==> src/rtl/ctrl_mem_stream_reader_if.sv <==
`default_nettype none
// ============================================================================
// Module   : ctrl_mem_stream_reader_if
// Brief    : Stream (valid/ready) and SRAM macro port bundle for the reader.
// Revision : 1.0 - initial release
// ============================================================================
interface ctrl_mem_stream_reader_if #(
    parameter int DATA_WIDTH = 60,
    parameter int ADDR_WIDTH = 10
);
    logic                  m_valid;
    logic [DATA_WIDTH-1:0] m_data;
    logic                  m_last;
    logic                  m_ready;
    logic                  csb0;
    logic                  web0;
    logic [ADDR_WIDTH-1:0] addr0;
    logic [DATA_WIDTH-1:0] din0;
    logic [DATA_WIDTH-1:0] dout0;

    modport master (
        output m_valid, m_data, m_last, csb0, web0, addr0, din0,
        input  m_ready, dout0
    );

    modport slave (
        input  m_valid, m_data, m_last, csb0, web0, addr0, din0,
        output m_ready, dout0
    );
endinterface
`default_nettype wire

==> src/rtl/ctrl_mem_stream_reader.sv <==
`default_nettype none
// ============================================================================
// Module   : ctrl_mem_stream_reader
// Brief    : Loads an SRAM macro while idle, then streams an address range out
//            through a credit-controlled prefetch buffer.
// Revision : 1.0 - initial release
// ============================================================================
module ctrl_mem_stream_reader #(
    parameter int DATA_WIDTH = 60,
    parameter int ADDR_WIDTH = 10,
    parameter int BUF_DEPTH  = 4
) (
    input  wire logic                  clk0,
    input  wire logic                  rst_n,
    input  wire logic                  start,
    input  wire logic [ADDR_WIDTH-1:0] base_addr,
    input  wire logic [ADDR_WIDTH:0]   count,
    input  wire logic                  wr_en,
    input  wire logic [ADDR_WIDTH-1:0] wr_addr,
    input  wire logic [DATA_WIDTH-1:0] wr_data,
    output logic                       busy,
    output logic                       done,
    ctrl_mem_stream_reader_if.master   bus
);
    localparam int c_PTR_W = $clog2(BUF_DEPTH);
    localparam int c_OCC_W = c_PTR_W + 1;
    localparam int c_CRD_W = c_OCC_W + 1;
    localparam int c_CNT_W = ADDR_WIDTH + 1;

    typedef enum logic [1:0] {
        S_IDLE  = 2'd0,
        S_RUN   = 2'd1,
        S_DRAIN = 2'd2,
        S_DONE  = 2'd3
    } state_t;

    state_t                r_state;
    logic                  r_busy;
    logic                  r_done;
    logic                  r_csb0;
    logic                  r_web0;
    logic [ADDR_WIDTH-1:0] r_addr0;
    logic [DATA_WIDTH-1:0] r_din0;
    logic [ADDR_WIDTH-1:0] r_next_addr;
    logic [c_CNT_W-1:0]    r_reads_left;
    logic [c_CNT_W-1:0]    r_remaining;
    logic                  r_rd_pend;
    logic [DATA_WIDTH-1:0] r_buf [BUF_DEPTH];
    logic [c_PTR_W-1:0]    r_wr_ptr;
    logic [c_PTR_W-1:0]    r_rd_ptr;
    logic [c_OCC_W-1:0]    r_occ;

    logic                  w_rd_issued;
    logic                  w_valid;
    logic                  w_pop;
    logic                  w_last;
    logic                  w_credit_ok;

    // A read registered on the macro pins is sampled next edge; its data
    // lands in the buffer one edge after that (r_rd_pend).
    assign w_rd_issued = !r_csb0 && r_web0;
    assign w_valid     = (r_occ != '0);
    assign w_pop       = w_valid && bus.m_ready;
    assign w_last      = (r_remaining == c_CNT_W'(1));
    assign w_credit_ok = (c_CRD_W'(r_occ) + c_CRD_W'(w_rd_issued) + c_CRD_W'(r_rd_pend))
                         < c_CRD_W'(BUF_DEPTH);

    always_ff @(posedge clk0 or negedge rst_n) begin
        if (!rst_n) begin
            r_state      <= S_IDLE;
            r_busy       <= 1'b0;
            r_done       <= 1'b0;
            r_csb0       <= 1'b1;
            r_web0       <= 1'b1;
            r_addr0      <= '0;
            r_din0       <= '0;
            r_next_addr  <= '0;
            r_reads_left <= '0;
            r_remaining  <= '0;
        end else begin
            r_csb0 <= 1'b1;
            r_web0 <= 1'b1;
            r_done <= 1'b0;
            if (w_pop) begin
                r_remaining <= r_remaining - c_CNT_W'(1);
            end
            case (r_state)
                S_IDLE: begin
                    if (wr_en) begin
                        r_csb0  <= 1'b0;
                        r_web0  <= 1'b0;
                        r_addr0 <= wr_addr;
                        r_din0  <= wr_data;
                    end
                    if (start) begin
                        r_state      <= S_RUN;
                        r_busy       <= 1'b1;
                        r_next_addr  <= base_addr;
                        r_reads_left <= count;
                        r_remaining  <= count;
                    end
                end
                S_RUN: begin
                    if (r_reads_left == '0) begin
                        r_state <= S_DONE;
                        r_busy  <= 1'b0;
                        r_done  <= 1'b1;
                    end else if (w_credit_ok) begin
                        // Address wraps naturally at the top of the macro.
                        r_csb0       <= 1'b0;
                        r_addr0      <= r_next_addr;
                        r_next_addr  <= r_next_addr + ADDR_WIDTH'(1);
                        r_reads_left <= r_reads_left - c_CNT_W'(1);
                        if (r_reads_left == c_CNT_W'(1)) begin
                            r_state <= S_DRAIN;
                        end
                    end
                end
                S_DRAIN: begin
                    if (w_pop && w_last) begin
                        r_state <= S_DONE;
                        r_busy  <= 1'b0;
                        r_done  <= 1'b1;
                    end
                end
                S_DONE: begin
                    r_state <= S_IDLE;
                end
                default: begin
                    r_state <= S_IDLE;
                end
            endcase
        end
    end

    always_ff @(posedge clk0 or negedge rst_n) begin
        if (!rst_n) begin
            r_rd_pend <= 1'b0;
            r_wr_ptr  <= '0;
            r_rd_ptr  <= '0;
            r_occ     <= '0;
            for (int i = 0; i < BUF_DEPTH; i++) begin
                r_buf[i] <= '0;
            end
        end else begin
            r_rd_pend <= w_rd_issued;
            if (r_rd_pend) begin
                r_buf[r_wr_ptr] <= bus.dout0;
                r_wr_ptr        <= r_wr_ptr + c_PTR_W'(1);
            end
            if (w_pop) begin
                r_rd_ptr <= r_rd_ptr + c_PTR_W'(1);
            end
            r_occ <= r_occ + c_OCC_W'(r_rd_pend) - c_OCC_W'(w_pop);
        end
    end

    assign busy        = r_busy;
    assign done        = r_done;
    assign bus.csb0    = r_csb0;
    assign bus.web0    = r_web0;
    assign bus.addr0   = r_addr0;
    assign bus.din0    = r_din0;
    assign bus.m_valid = w_valid;
    assign bus.m_data  = r_buf[r_rd_ptr];
    assign bus.m_last  = w_valid && w_last;
endmodule
`default_nettype wire

==> src/flat_wrapper.sv <==
// flat-port wrapper written by rule: the top's interface ports become plain ports
module ctrl_mem_stream_reader_flat 
#(
    parameter int DATA_WIDTH = 60,
    parameter int ADDR_WIDTH = 10,
    parameter int BUF_DEPTH  = 4
)
  (clk0, rst_n, start, base_addr, count, wr_en, wr_addr, wr_data, busy, done, bus_m_valid, bus_m_data, bus_m_last, bus_csb0, bus_web0, bus_addr0, bus_din0, bus_m_ready, bus_dout0);
  ctrl_mem_stream_reader_if #(.DATA_WIDTH(DATA_WIDTH), .ADDR_WIDTH(ADDR_WIDTH)) bus_i ();
  input  wire logic clk0;
  input  wire logic rst_n;
  input  wire logic start;
  input  wire logic [ADDR_WIDTH-1:0] base_addr;
  input  wire logic [ADDR_WIDTH:0] count;
  input  wire logic wr_en;
  input  wire logic [ADDR_WIDTH-1:0] wr_addr;
  input  wire logic [DATA_WIDTH-1:0] wr_data;
  output logic busy;
  output logic done;
  output wire logic [$bits(bus_i.m_valid)-1:0] bus_m_valid;
  output wire logic [$bits(bus_i.m_data)-1:0] bus_m_data;
  output wire logic [$bits(bus_i.m_last)-1:0] bus_m_last;
  output wire logic [$bits(bus_i.csb0)-1:0] bus_csb0;
  output wire logic [$bits(bus_i.web0)-1:0] bus_web0;
  output wire logic [$bits(bus_i.addr0)-1:0] bus_addr0;
  output wire logic [$bits(bus_i.din0)-1:0] bus_din0;
  input wire logic [$bits(bus_i.m_ready)-1:0] bus_m_ready;
  input wire logic [$bits(bus_i.dout0)-1:0] bus_dout0;
  assign bus_m_valid = bus_i.m_valid;
  assign bus_m_data = bus_i.m_data;
  assign bus_m_last = bus_i.m_last;
  assign bus_csb0 = bus_i.csb0;
  assign bus_web0 = bus_i.web0;
  assign bus_addr0 = bus_i.addr0;
  assign bus_din0 = bus_i.din0;
  assign bus_i.m_ready = bus_m_ready;
  assign bus_i.dout0 = bus_dout0;
  ctrl_mem_stream_reader #(.DATA_WIDTH(DATA_WIDTH), .ADDR_WIDTH(ADDR_WIDTH), .BUF_DEPTH(BUF_DEPTH)) u_core (.clk0(clk0), .rst_n(rst_n), .start(start), .base_addr(base_addr), .count(count), .wr_en(wr_en), .wr_addr(wr_addr), .wr_data(wr_data), .busy(busy), .done(done), .bus(bus_i));
endmodule
==> config.mk <==
export PLATFORM = sky130hd
export DESIGN_NAME = ctrl_mem_stream_reader_flat
export DESIGN_NICKNAME = d
export VERILOG_FILES = /design/src/rtl/ctrl_mem_stream_reader_if.sv /design/src/rtl/ctrl_mem_stream_reader.sv /design/src/flat_wrapper.sv
export SDC_FILE = /design/constraint.sdc
export NUM_CORES = 1
export LEC_CHECK = 0
export CORE_MARGIN = 1.5
export CORE_UTILIZATION = 48
export CTS_BUF_LIST = sky130_fd_sc_hd__clkbuf_4 sky130_fd_sc_hd__clkbuf_8 sky130_fd_sc_hd__clkbuf_16
export DETAILED_ROUTE_END_ITERATION = 10
export GPL_TIMING_DRIVEN = 0
export PLACE_DENSITY = 0.73
export SLEW_MARGIN = 15
export SYNTH_ARGS = -nofsm -noshare
export SYNTH_HDL_FRONTEND = slang
export SYNTH_SLANG_ARGS = --single-unit
export TNS_END_PERCENT = 100
==> constraint.sdc <==
create_clock -name clk0 -period 2.45 [get_ports clk0]
set_input_delay 0.3675 -clock clk0 [delete_from_list [all_inputs] [get_ports clk0]]
set_output_delay 0.3675 -clock clk0 [all_outputs]
set_load 0.005 [all_outputs]
==> impl_metrics.env <==
export IMPL_io_pin_count=292
export IMPL_h_tree_depth=2
export IMPL_syn2layout_area_growth_pct=33.2
export IMPL_worstSetupEndpointType="flip-flop"
export IMPL_hold_viol=0
export IMPL_drc=0
export IMPL_critPathTopFamily="adder cells"
export IMPL_cts_root_buf="clkbuf_16"
export IMPL_grt_use_met3=0.0637
export IMPL_syn_num_nets=1237
export IMPL_drv_slew=0
export IMPL_ys_ff_latch=356
export IMPL_numCtsBuffers=39
export IMPL_pwr_density_cell_nw_per_um2=1410
export IMPL_drtIter0Drc=550
export IMPL_die_w_um=185
export IMPL_tightest_slew_ps=728
export IMPL_cts_tree="yes"
export IMPL_syn_instance_count=1063
export IMPL_r2r_start="u_core.r_occ[2]"
export IMPL_drt_wl_total_um=38800
export IMPL_final_setup_worst_slack_ps=4.31
export IMPL_r2r_end="u_core.r_occ[2]"
export IMPL_crit_chain="o31ai_2 -> clkinv_2 -> ha_1 -> inv_1 -> ha_1 -> inv_1 -> fa_1 -> xor2_1"
export IMPL_worstSetupPathType="reg2reg"
export IMPL_die_area_um2=34200
export IMPL_drv_cap=0
export IMPL_status="finished clean"
export IMPL_place_congestion=0.849
export IMPL_grtUsageTotal=0.226
export IMPL_via_per_inst=5.51
export IMPL_grt_pass1_vias=11008
export IMPL_grt_busiest_layer="met2"
export IMPL_core_area_um2=32500
export IMPL_cts_buffer_depth=3
export IMPL_cpMaxStageDelayCell="dfrtp_1"
export IMPL_dp_hpwl_um=26300
export IMPL_place_port_buffers=290
export IMPL_async_flop_share=1.00
export IMPL_firstDrtPassIters=5
export IMPL_drive_gt1_frac=0.381
export IMPL_min_path_type="in2async"
export IMPL_synth_top_cell_area_share=0.558
export IMPL_yosysWarningCount=0
export IMPL_ys_flop_type="dfrtp_1"
export IMPL_antenna_found_initial=3
export IMPL_die_h_um=185
export IMPL_nets=1598
export IMPL_yosys_cell_types_count=63
export IMPL_dp_slack_ps=-522
export IMPL_wl_per_cell_um=20.5
export IMPL_fin_crit_sh=0.998
export IMPL_dp_cells=1798
export IMPL_setup_viol=0
export IMPL_cp_max_fo=8
export IMPL_clkTransAtPathRegs_ps=60
export IMPL_start_kind="flip-flop"
export IMPL_grt_first_pass_wirelength_um=60000
export IMPL_r2r_cells=8
export IMPL_max_freq_mhz=409
export IMPL_rows=66
export IMPL_cts_num_sinks=356
export IMPL_clk_latency_ps=530
export IMPL_gr_total_overflow=0
export IMPL_finClkSkew_ps=24.2
export IMPL_ir_drop_v=0.000755
export IMPL_avgSynthCellArea_um2=14.9
export IMPL_yosys_area_top_type="dfrtp_1"
export IMPL_start_util=0.488
export IMPL_critical_path_max_stage_delay_ps=500
export IMPL_p_leak_nw=8.91
export IMPL_reg2reg_slack_ps=4
export IMPL_postRouteAntennaNets=0
export IMPL_yosys_top_cells_area="dfrtp_1 (56%), mux2_2 (22%), mux4_2 (8.5%), ha_1 (1.3%), mux2_4 (0.85%)"
export IMPL_rsz0062_at_grt="yes"
export IMPL_synth_area_um2=15900
export IMPL_ys_seq_area_frac=0.561
export IMPL_min_period_ps=2450
export IMPL_vias=10432
export IMPL_layout_cells_non_filler=1895
export IMPL_use_met1=0.283
export IMPL_relSlewSlack=0.515
export IMPL_cp_buffers_inverters=3
export IMPL_grt_max_degree=105
export IMPL_use_met2=0.384
export IMPL_arrival_ps=2850
export IMPL_cp_required_ps=2850
export IMPL_synth_edf_count=0
## worst max path at each step
stage / endpoint / from / depth (start not counted)
finish: u_core.r_occ[2] / u_core.r_occ[2] / 8
global route: u_core.r_occ[2] / u_core.r_occ[2] / 8
CTS: bus_m_data[48] / u_core.r_rd_ptr[0] / 3
detailed placement: bus_m_data[56] / u_core.r_rd_ptr[0] / 4
global placement: u_core.bus.din0[3] / rst_n / 1
floorplan: u_core.r_occ[2] / u_core.r_occ[1] / 8
## cells by family after synthesis
family / count (synthesis) / share of synthesized area
flops: 356 / 0.561
buf+inv: 85 / 0.0212
fa+ha+maj: 18 / 0.0147
compound gates: 85 / 0.0395
simple gates: 117 / 0.0363
mux: 388 / 0.320
xor+xnor: 14 / 0.00772
## routing by layer
metal,part of all wire,vias to the layer above
li1,-,4669
met1,0.41,5345
met2,0.49,344
met3,0.076,72
met4,0.026,2
met5,0.00026,-
## cell type report
class                      count  area [µm²]
antenna                        2        5.00
tap                          442         553
clock buffer                  63        1270
sequential                   356        8910
timing repair buffer         323        3190
fill                        2462       11400
clock inverter                 5        42.5
inverter                      27         103
multi-input combinational    622        6730
buffer                        55         349
## power by group
part	total, mW	internal (mW)	leakage [nW]	switching (mW)
combinational	13.1	8.07	4.10	5.06
sequential	10.7	8.95	4.16	1.80
clock	5.84	3.54	0.657	2.31
## cells in the mapped netlist, types with 2 or more instances
library cell,n
clkbuf_1,18
mux2_2,315
o31ai_1,3
and2_1,2
o211ai_1,7
nor3_1,12
a2111oi_0,2
nand4_1,4
nand3b_1,3
mux4_2,60
dfstp_2,2
o21ai_0,9
inv_1,25
and3_1,3
ha_1,17
xor2_1,6
a22oi_1,3
nand2_1,31
dfrtp_1,354
nor4_1,4
nand3_1,13
and4_1,2
a21boi_0,2
o22ai_1,4
a21o_1,2
a211oi_1,13
mux2i_1,3
a31oi_1,3
buf_1,31
mux2_4,9
a21oi_1,17
buf_2,8
nor2_1,27
xnor2_1,8
or3_1,4
nor2b_1,5
o2bb2ai_1,5
a21oi_2,2
## worst register-to-register path, cell delays in order (launching register included)
cell and delay [ps]:
dfrtp_1 500, o31ai_2 480, clkinv_2 240, ha_1 340, inv_1 60, ha_1 120, inv_1 40, fa_1 370
xor2_1 170
## through the flow
stage               cell area, µm²   TNS, ps  hold slack [ps]  power [mW]  utilization
floorplan                    15900         0             71.9        17.9            -
global placement             19300  -5173920              481        23.4        0.594
detailed placement           19400    -18630              412        23.7        0.597
CTS                          21000     -1360              408        29.8        0.646
global route                 21200      -681              452        31.6        0.650
finish                       21200         0              449        29.7        0.650
## placed cells by master, fill, tap and decap left out, types with 10 or more instances in the layout
| cell type | n |
|---|---|
| mux4_2 | 60 |
| clkdlybuf4s50_1 | 228 |
| clkbuf_2 | 21 |
| a21oi_1 | 17 |
| a211oi_1 | 12 |
| clkbuf_16 | 42 |
| clkbuf_4 | 15 |
| dlygate4sd2_1 | 35 |
| nor2_1 | 26 |
| inv_1 | 23 |
| nor3_1 | 12 |
| clkbuf_8 | 15 |
| buf_1 | 26 |
| nand3_1 | 13 |
| nand2_1 | 30 |
| buf_4 | 22 |
| ha_1 | 16 |
| mux2_4 | 10 |
| dfrtp_1 | 351 |
| mux2_2 | 315 |
## timing repair
item | in CTS | in global routing
hold endpoints to repair | 77 | 0
setup buffers | 19 | 7
hold buffers | 1 | 0
gates cloned | 1 | 2
setup endpoints to repair | 93 | 121
resized for setup | 131 | 44
pin swaps | 4 | 4
## flip-flops by register name (all words and copies together) (netlist names)
register and count:
u_core.bus.addr0 10, u_core.bus.csb0 1, u_core.bus.din0 60, u_core.bus.web0 1, u_core.busy 1, u_core.done 1, u_core.r_buf 240, u_core.r_next_addr 10
u_core.r_occ 3, u_core.r_rd_pend 1, u_core.r_rd_ptr 2, u_core.r_reads_left 11, u_core.r_remaining 11, u_core.r_state 2, u_core.r_wr_ptr 2
Power figures use the tool's default switching activity.
